[config.mk]
export PLATFORM = sky130hd
export DESIGN_NAME = inter_packet_gap_monitor
export DESIGN_NICKNAME = d
export VERILOG_FILES = /design/src/rtl/inter_packet_gap_monitor.sv
export SDC_FILE = /design/constraint.sdc
export NUM_CORES = 2
export LEC_CHECK = 0
export BUFFER_PORTS_ARGS = -buffer_cell sky130_fd_sc_hd__buf_2
export CAP_MARGIN = 15
export CORE_AREA = 2 2 378 380
export DETAILED_ROUTE_END_ITERATION = 12
export DIE_AREA = 0 0 380 382
export SLEW_MARGIN = 25
export SYNTH_ARGS = -nofsm -noshare
export SYNTH_HDL_FRONTEND = slang
export SYNTH_SLANG_ARGS = --single-unit
[constraint.sdc]
create_clock -name axi_aclk -period 7.48 [get_ports axi_aclk]
set_clock_uncertainty 0.15 [all_clocks]
set_input_delay 1.87 -clock axi_aclk [delete_from_list [all_inputs] [get_ports axi_aclk]]
set_output_delay 1.87 -clock axi_aclk [all_outputs]
set_load 0.02 [all_outputs]
[src/rtl/inter_packet_gap_monitor.sv]
// RX-side gap monitor: stamps the SOP-to-SOP arrival gap into first-beat tuser
// and keeps min/max/last gap plus packet-count statistics behind a 1-cycle skid buffer.
`timescale 1ns/1ps
module inter_packet_gap_monitor #(
    parameter int C_M_AXIS_DATA_WIDTH   = 256,
    parameter int C_S_AXIS_DATA_WIDTH   = 256,
    parameter int C_M_AXIS_TUSER_WIDTH  = 128,
    parameter int C_S_AXIS_TUSER_WIDTH  = 128,
    parameter int C_S_AXI_DATA_WIDTH    = 32,
    parameter int C_TUSER_TIMESTAMP_POS = 32
) (
    input  logic                                 axi_aclk,
    input  logic                                 axi_aresetn,
    input  logic [C_S_AXIS_DATA_WIDTH-1:0]       s_axis_tdata,
    input  logic [C_S_AXIS_DATA_WIDTH/8-1:0]     s_axis_tstrb,
    input  logic [C_S_AXIS_TUSER_WIDTH-1:0]      s_axis_tuser,
    input  logic                                 s_axis_tvalid,
    output logic                                 s_axis_tready,
    input  logic                                 s_axis_tlast,
    output logic [C_M_AXIS_DATA_WIDTH-1:0]       m_axis_tdata,
    output logic [C_M_AXIS_DATA_WIDTH/8-1:0]     m_axis_tstrb,
    output logic [C_M_AXIS_TUSER_WIDTH-1:0]      m_axis_tuser,
    output logic                                 m_axis_tvalid,
    input  logic                                 m_axis_tready,
    output logic                                 m_axis_tlast,
    input  logic                                 sw_rst,
    input  logic                                 mon_en,
    input  logic                                 stats_clr,
    output logic [C_S_AXI_DATA_WIDTH-1:0]        pkt_count,
    output logic [C_S_AXI_DATA_WIDTH-1:0]        last_gap,
    output logic [C_S_AXI_DATA_WIDTH-1:0]        min_gap,
    output logic [C_S_AXI_DATA_WIDTH-1:0]        max_gap
);
    localparam int DW = C_S_AXIS_DATA_WIDTH;
    localparam int UW = C_S_AXIS_TUSER_WIDTH;
    localparam int SW = C_S_AXI_DATA_WIDTH;
    localparam int TP = C_TUSER_TIMESTAMP_POS;

    typedef struct packed {
        logic [DW-1:0]   data;
        logic [DW/8-1:0] strb;
        logic [UW-1:0]   user;
        logic            last;
    } beat_t;

    typedef enum logic {HEADER = 1'b0, BODY = 1'b1} state_t;

    state_t        state_q, state_d;
    logic          is_sop, in_hs, sop_hs, stamp;
    logic          tready_q, tready_d;
    logic [63:0]   timer_q, timer_d, last_sop_q, last_sop_d, dt;
    logic          first_q, first_d, first_eff;
    logic [31:0]   gap;
    logic [SW-1:0] cnt_q, cnt_d, last_q, last_d, min_q, min_d, max_q, max_d;
    beat_t         in_beat, out_q, out_d, skid_q, skid_d;
    logic          out_vld_q, out_vld_d, skid_vld_q, skid_vld_d;

    assign in_hs  = s_axis_tvalid && tready_q;
    assign sop_hs = in_hs && is_sop;
    assign stamp  = sop_hs && mon_en;

    always_ff @(posedge axi_aclk or negedge axi_aresetn) begin
        if (!axi_aresetn) state_q <= HEADER;
        else              state_q <= state_d;
    end

    always_comb begin
        state_d = state_q;
        if (in_hs) begin
            case (state_q)
                HEADER:  if (!s_axis_tlast) state_d = BODY;
                BODY:    if (s_axis_tlast)  state_d = HEADER;
                default: state_d = HEADER;
            endcase
        end
        if (sw_rst) state_d = HEADER;
    end

    always_comb begin
        is_sop = (state_q == HEADER);
    end

    // A clear in the same cycle as an SOP makes that SOP the first of the new epoch.
    assign first_eff = first_q || stats_clr;
    assign dt        = timer_q - last_sop_q;
    assign gap       = first_eff ? 32'd0 : ((|dt[63:32]) ? 32'hFFFF_FFFF : dt[31:0]);
    assign timer_d   = sw_rst ? 64'd0 : timer_q + 64'd1;

    always_comb begin
        in_beat.data = s_axis_tdata;
        in_beat.strb = s_axis_tstrb;
        in_beat.user = s_axis_tuser;
        in_beat.last = s_axis_tlast;
        if (stamp) in_beat.user[TP +: 32] = gap;
    end

    always_comb begin
        cnt_d      = stats_clr ? '0 : cnt_q;
        last_d     = stats_clr ? '0 : last_q;
        min_d      = stats_clr ? '1 : min_q;
        max_d      = stats_clr ? '0 : max_q;
        first_d    = first_eff;
        last_sop_d = last_sop_q;
        if (sop_hs) begin
            if (mon_en) begin
                first_d    = 1'b0;
                last_sop_d = timer_q;
                if (cnt_d != '1) cnt_d = cnt_d + SW'(1);
                if (!first_eff) begin
                    last_d = gap;
                    if (gap < min_d) min_d = gap;
                    if (gap > max_d) max_d = gap;
                end
            end else begin
                first_d = 1'b1;
            end
        end
        if (sw_rst) begin
            cnt_d = '0; last_d = '0; min_d = '1; max_d = '0;
            first_d = 1'b1; last_sop_d = '0;
        end
    end

    // Skid entry only fills when the output register is stalled; ready is its registered inverse.
    always_comb begin
        out_d      = out_q;
        out_vld_d  = out_vld_q;
        skid_d     = skid_q;
        skid_vld_d = skid_vld_q;
        if (!out_vld_q || m_axis_tready) begin
            if (skid_vld_q) begin
                out_d      = skid_q;
                out_vld_d  = 1'b1;
                skid_vld_d = 1'b0;
            end else begin
                out_vld_d = in_hs;
                if (in_hs) out_d = in_beat;
            end
        end else if (in_hs) begin
            skid_d     = in_beat;
            skid_vld_d = 1'b1;
        end
        tready_d = !skid_vld_d;
        if (sw_rst) begin
            out_d = '0; out_vld_d = 1'b0; skid_d = '0; skid_vld_d = 1'b0; tready_d = 1'b0;
        end
    end

    always_ff @(posedge axi_aclk or negedge axi_aresetn) begin
        if (!axi_aresetn) begin
            timer_q    <= '0;
            last_sop_q <= '0;
            first_q    <= 1'b1;
            cnt_q      <= '0;
            last_q     <= '0;
            min_q      <= '1;
            max_q      <= '0;
            out_q      <= '0;
            out_vld_q  <= 1'b0;
            skid_q     <= '0;
            skid_vld_q <= 1'b0;
            tready_q   <= 1'b0;
        end else begin
            timer_q    <= timer_d;
            last_sop_q <= last_sop_d;
            first_q    <= first_d;
            cnt_q      <= cnt_d;
            last_q     <= last_d;
            min_q      <= min_d;
            max_q      <= max_d;
            out_q      <= out_d;
            out_vld_q  <= out_vld_d;
            skid_q     <= skid_d;
            skid_vld_q <= skid_vld_d;
            tready_q   <= tready_d;
        end
    end

    assign s_axis_tready = tready_q;
    assign m_axis_tdata  = out_q.data;
    assign m_axis_tstrb  = out_q.strb;
    assign m_axis_tuser  = out_q.user;
    assign m_axis_tlast  = out_q.last;
    assign m_axis_tvalid = out_vld_q;
    assign pkt_count     = cnt_q;
    assign last_gap      = last_q;
    assign min_gap       = min_q;
    assign max_gap       = max_q;
endmodule

==> Word level (Yosys, flattened, before mapping) <==
Cells that the tools add are included.
{ "op_classes": {"reduce_logical": 16, "add_sub_neg": 3, "mul": 0, "shift": 0, "div": 0, "n_mux": 48, "n_bitwise": 1, "magnitude_cmp": 2, "eq_ne": 2} }
{ "ops": {"columns": ["cell", "count"], "rows": [
  ["two-way mux 417 bit", 6],
  ["two-way mux 32 bit", 25],
  ["two-way mux 64 bit", 4],
  ["adder 64 x 1 -> 64 bit (second input constant)", 1],
  ["subtractor 64 bit", 1],
  ["adder 32 x 1 -> 32 bit (second input constant)", 1],
  ["> comparator 32 bit", 1],
  ["< comparator 32 bit", 1],
  ["!= test 32 bit (second input constant)", 1],
  ["OR reduction 32 bit", 1],
  ["two-way mux 1 bit", 13],
  ["nonzero test 2 bit", 4],
  ["AND reduction 2 bit", 3],
  ["logical AND 1 bit", 3],
  ["nonzero test 3 bit", 1],
  ["logical NOT 1 bit", 2],
  ["logical OR 1 bit", 2],
  ["!= test 2 bit (second input constant)", 1],
  ["inverter 1 bit", 1]
]} }
{ "totals": {"romBits": 0, "inputBits": 424, "reg_bits": 1095, "ram_bits": 0, "latch_bits": 0, "mem_count": 0, "word_cells": 91} }

==> Logic depth before layout (Yosys ltp) <==
{ "depth": {"ltp_word": 10, "depth_mapped": 33, "depth_no_buf": 29} }

==> Worst setup path before layout <==
No wires, ideal clock.
{ "synth_timing": {"path_kind": "register -> register", "startpoint": "register timer_q[0]", "endpoint": "register max_q[11] (netlist: max_gap[11])", "arrival_time_ns": 6.645, "n_path_buf": 4, "stages_incl_launch_ff": 34, "required_time_ns": 7.252, "setup_slack_ns": 0.607, "path_cell_list": "dfrtp_1 > inv_1 > ha_1 > fa_1 > and2b_1 > o2111ai_2 > a2111oi_4 > o21ai_1 > and2_4 > o31ai_1 > a41oi_1 > xnor2_1 > nor4_1 > nand4_2 > buf_2 > buf_6 > nor2_4 > nor2_1 > ha_1 > nor2b_1 > o21a_1 > o21a_1 > o21a_1 > o21a_1 > o21a_1 > o21a_1 > o21ai_0 > nand2_1 > a21oi_1 > a311o_1 > clkbuf_1 > and2_1 > clkbuf_1 > o2bb2ai_1"} }
{ "synth_between": {"elab_chain_cells": 10} }
{ "synth_lines": {"columns": ["item", "line_no", "text"], "rows": [
  ["from (decl)", "51", "logic [63:0] timer_q, timer_d, last_sop_q, last_sop_d, dt;"],
  ["from (signal assigned)", "164", "timer_q <= timer_d;"],
  ["subtractor 64 bit *", "85", "assign dt = timer_q - last_sop_q;"],
  ["OR reduction 32 bit", "86", "assign gap = first_eff ? 32'd0 : ((|dt[63:32]) ? 32'hFFFF_FFFF : dt[31:0]);"],
  ["two-way mux 32 bit * (2 in series)", "86", null],
  ["> comparator 32 bit", "112", "if (gap > max_d) max_d = gap;"],
  ["two-way mux 32 bit *", "112", null],
  ["two-way mux 32 bit *", "109", "if (!first_eff) begin"],
  ["two-way mux 32 bit *", "105", "if (mon_en) begin"],
  ["two-way mux 32 bit *", "104", "if (sop_hs) begin"],
  ["two-way mux 32 bit *", "118", "if (sw_rst) begin"],
  ["named net max_d[11]", "54", "logic [SW-1:0] cnt_q, cnt_d, last_q, last_d, min_q, min_d, max_q, max_d;"],
  ["to (signal assigned)", "170", "max_q <= max_d;"],
  ["to (decl)", "54", null]
]} }
Mark *: on every way through the listed nets, which the timed path passes. The rest lies on a longest branch.
A chain may end at the register's enable or synchronous reset.

==> Worst setup path in the final report <==
{ "layout_timing": {"startpoint": "register timer_q[19]", "endpoint": "register max_q[31] (netlist: max_gap[31])"} }
Same word-level chain as after synthesis.

==> flow_summary.json <==
{
  "status": "finished clean",
  "setup_viol": 0,
  "synthFlopType": "dfrtp_1",
  "p_leak_nw": 30.1,
  "hold-path-cell-count": 2,
  "wire_per_inst_um": 24.1,
  "worst_ep_required_time_ns": 7.95,
  "start_util_pct": 37.5,
  "timing.final.crit_share_pct": 94.3,
  "cp_common_cell": "o21a_1",
  "drt_wl_total_mm": 190,
  "grt_pass1_vias": 42700,
  "drc": 0,
  "ys_warn_count": 0,
  "end_kind": "flip-flop",
  "maxSlewHeadroom_pct": 26.5,
  "root_buffer": "clkbuf_16",
  "dieWidth_um": 380,
  "clk_latency_ns": 0.76,
  "slowest_delay_ns": 0.51,
  "synth_fp_nets": 5567,
  "fin_crit_ns": 7.05,
  "initialDrtViolationCount": 3524,
  "path_max_fanout": 21,
  "placed_cells": 7593,
  "yosysSeqAreaShare_pct": 51.9,
  "ys_types": 95,
  "die_h_um": 382,
  "min_to": "m_axis_tdata[64]",
  "place_congestion": 0.936,
  "r2r-start": "timer_q[19]",
  "fillers": 13500,
  "antenna_found_initial": 77,
  "ys_ff_latch": 1095,
  "drive_gt1_share_pct": 24.0,
  "syn_area_per_cell_um2": 10.5,
  "startpoint_type": "flip-flop",
  "antenna_left": 0,
  "slew_viol_final": 0,
  "nets": 6383,
  "vias": 43900,
  "grt_pass1_wl_mm": 284,
  "htreeDepth": 3,
  "total_power_mw": 14.2,
  "syn_to_final_growth_pct": 21.5,
  "yosys.area.top_type_share_pct": 50.3,
  "async_flop_share_pct": 100,
  "cts_buffers": 121,
  "dieArea_mm2": 0.145,
  "io_buffers": 970,
  "cts_tree": "built",
  "dp_hpwl_mm": 135,
  "power_density_mw_per_mm2": 222,
  "reg2regPathDepth": 29,
  "fp-row-count": 138,
  "synth-edff-count": 0,
  "yosys.area.top_type": "dfrtp_1",
  "path_class": "flip-flop to flip-flop",
  "clk_path_buf_depth": 3,
  "synth_common_cells": "dfrtp_1, nand2_1, mux2i_1, a22o_1, o31ai_1",
  "rsz0062_at_grt": "no",
  "finalNonFillerCells": 7868,
  "rrSetupSlack_ns": 0.43,
  "syn_area_mm2": 0.0528,
  "coreArea_mm2": 0.141,
  "slowest_stage": "ha_1",
  "fmax_mhz": 142,
  "clkSinkCount": 1095,
  "via_per_inst": 5.58,
  "drv_cap": 0,
  "whs_ns": 0.318,
  "yosysMostFrequentCell": "dfrtp_1",
  "track_usage_pct": 25.2,
  "io_pins": 971,
  "critPathArrivalTime_ns": 7.52,
  "setup_tns_ns": 0,
  "worst_hold_path_type": "flip-flop to flip-flop",
  "r2r-end": "max_gap[31]",
  "ir_drop_mv": 0.206,
  "hp-start": "m_axis_tdata[64]",
  "grt_max_degree": 205,
  "grt_overflow": 0,
  "postSynthCellCount": 5014,
  "synth_area_leaders": "dfrtp_1, mux2i_1, a22o_1, o31ai_1, nand2_1",
  "clk_pin_slew_worst_paths_ns": 0.06,
  "dr.pass1.iters": 5,
  "hold_viol": 0,
  "tightest_slew_ns": 1.10
}
==> per-stage QoR <==
step	instance area, um2	setup slack [ns]	utilization [%]
2_1_floorplan	52800	0.607	-
3_3_place_gp	59700	0.170	42.3
3_5_place_dp	59700	0.102	42.4
4_1_cts	63900	0.0281	45.4
5_1_grt	64200	0.0151	45.5
6_report	64200	0.426	45.6
==> flip-flops by register name (all words and copies together) (netlist names) <==
signal	flops
skid_q	417
m_axis_tdata	256
m_axis_tuser	128
last_sop_q	64
timer_q	64
last_gap	32
m_axis_tstrb	32
max_gap	32
min_gap	32
pkt_count	32
first_q	1
m_axis_tlast	1
m_axis_tvalid	1
s_axis_tready	1
skid_vld_q	1
state_q	1
==> kinds of logic after synthesis <==
family	Yosys count	synth area share, %
AND/OR/NAND/NOR	1382	11.8
AO/OA/AOI/OAI	1368	19.3
flip-flops	1095	51.9
buffers and inverters	478	3.55
multiplexers	444	8.46
adder cells (fa/ha/maj)	129	3.07
XOR/XNOR	118	1.96
==> metal layers <==
| metal | vias up | GRT usage (%) | wire (um) |
|---|---|---|---|
| met3 | 392 | 5.93 | 13000 |
| met2 | 1497 | 38.9 | 86800 |
| met4 | 38 | 11.2 | 8280 |
| li1 | 19900 | - | - |
| met5 | - | 0 | 233 |
| met1 | 22100 | 33.8 | 81500 |
==> cell usage in the layout, fill, tap and decap left out, drive strengths merged, types with 46 or more instances in the layout <==
cell type and n:
buf 1084, o31ai 389, a22o 395, dfrtp 1062, a21oi 189, clkbuf 175
diode 46, nand2b 64, inv 89, nand2 690, nor2 319, mux2i 423
nand3 48, ha 128, nand4 66, a2bb2oi 47, xor2 67, xnor2 51
o21ai 149
==> worst max path at each step <==
stage / slack [ns] / depth (start not counted) / from / to
after floorplan: 0.61 / 33 / timer_q[0] / max_gap[11]
after global placement: 0.17 / 31 / timer_q[0] / max_gap[6]
after detailed placement: 0.10 / 29 / timer_q[0] / min_gap[28]
after CTS: 0.03 / 29 / timer_q[0] / min_gap[28]
after global routing: 0.02 / 29 / timer_q[46] / min_gap[28]
final: 0.43 / 29 / timer_q[19] / max_gap[31]
==> where the power goes <==
| part | total [mW] | switching, mW | internal, mW |
|---|---|---|---|
| Clock | 6.30 | 2.62 | 3.68 |
| Combinational | 1.67 | 1.16 | 0.508 |
| Sequential | 6.26 | 0.118 | 6.14 |
| Total | 14.2 | 3.90 | 10.3 |
==> critical path: cells and delay by family, from the launching register on <==
family / cells / cell delay, ns
buffers and inverters: 2 / 0.45
adders and majority gates: 2 / 0.84
DFF: 1 / 0.45
and+or+nand+nor: 9 / 1.54
AOI/OAI and AO/OA: 15 / 3.36
muxes: 1 / 0.13
==> what timing repair did <==
action / in CTS / in global routing
setup endpoints to repair: 2 / 64
resized for setup: 1 / 20
cloned: 0 / 1
hold endpoints to repair: 0 / 0
hold buffers: 0 / 0
setup buffers: 0 / 2
pin swaps: 0 / 3
==> final cells by class <==
type                            count  area [um2]  area share, %
Antenna cell                       46         115          0.179
Clock buffer                      174        3580           5.57
Clock inverter                     51         677           1.05
Inverter                           86         323          0.503
Multi-Input combinational cell   3441       23700           36.8
Sequential cell                  1095       27400           42.7
Tap cell                         1890        2360           3.68
Timing Repair Buffer             1085        6050           9.42
Note: power is estimated with default switching activity, not from simulation.
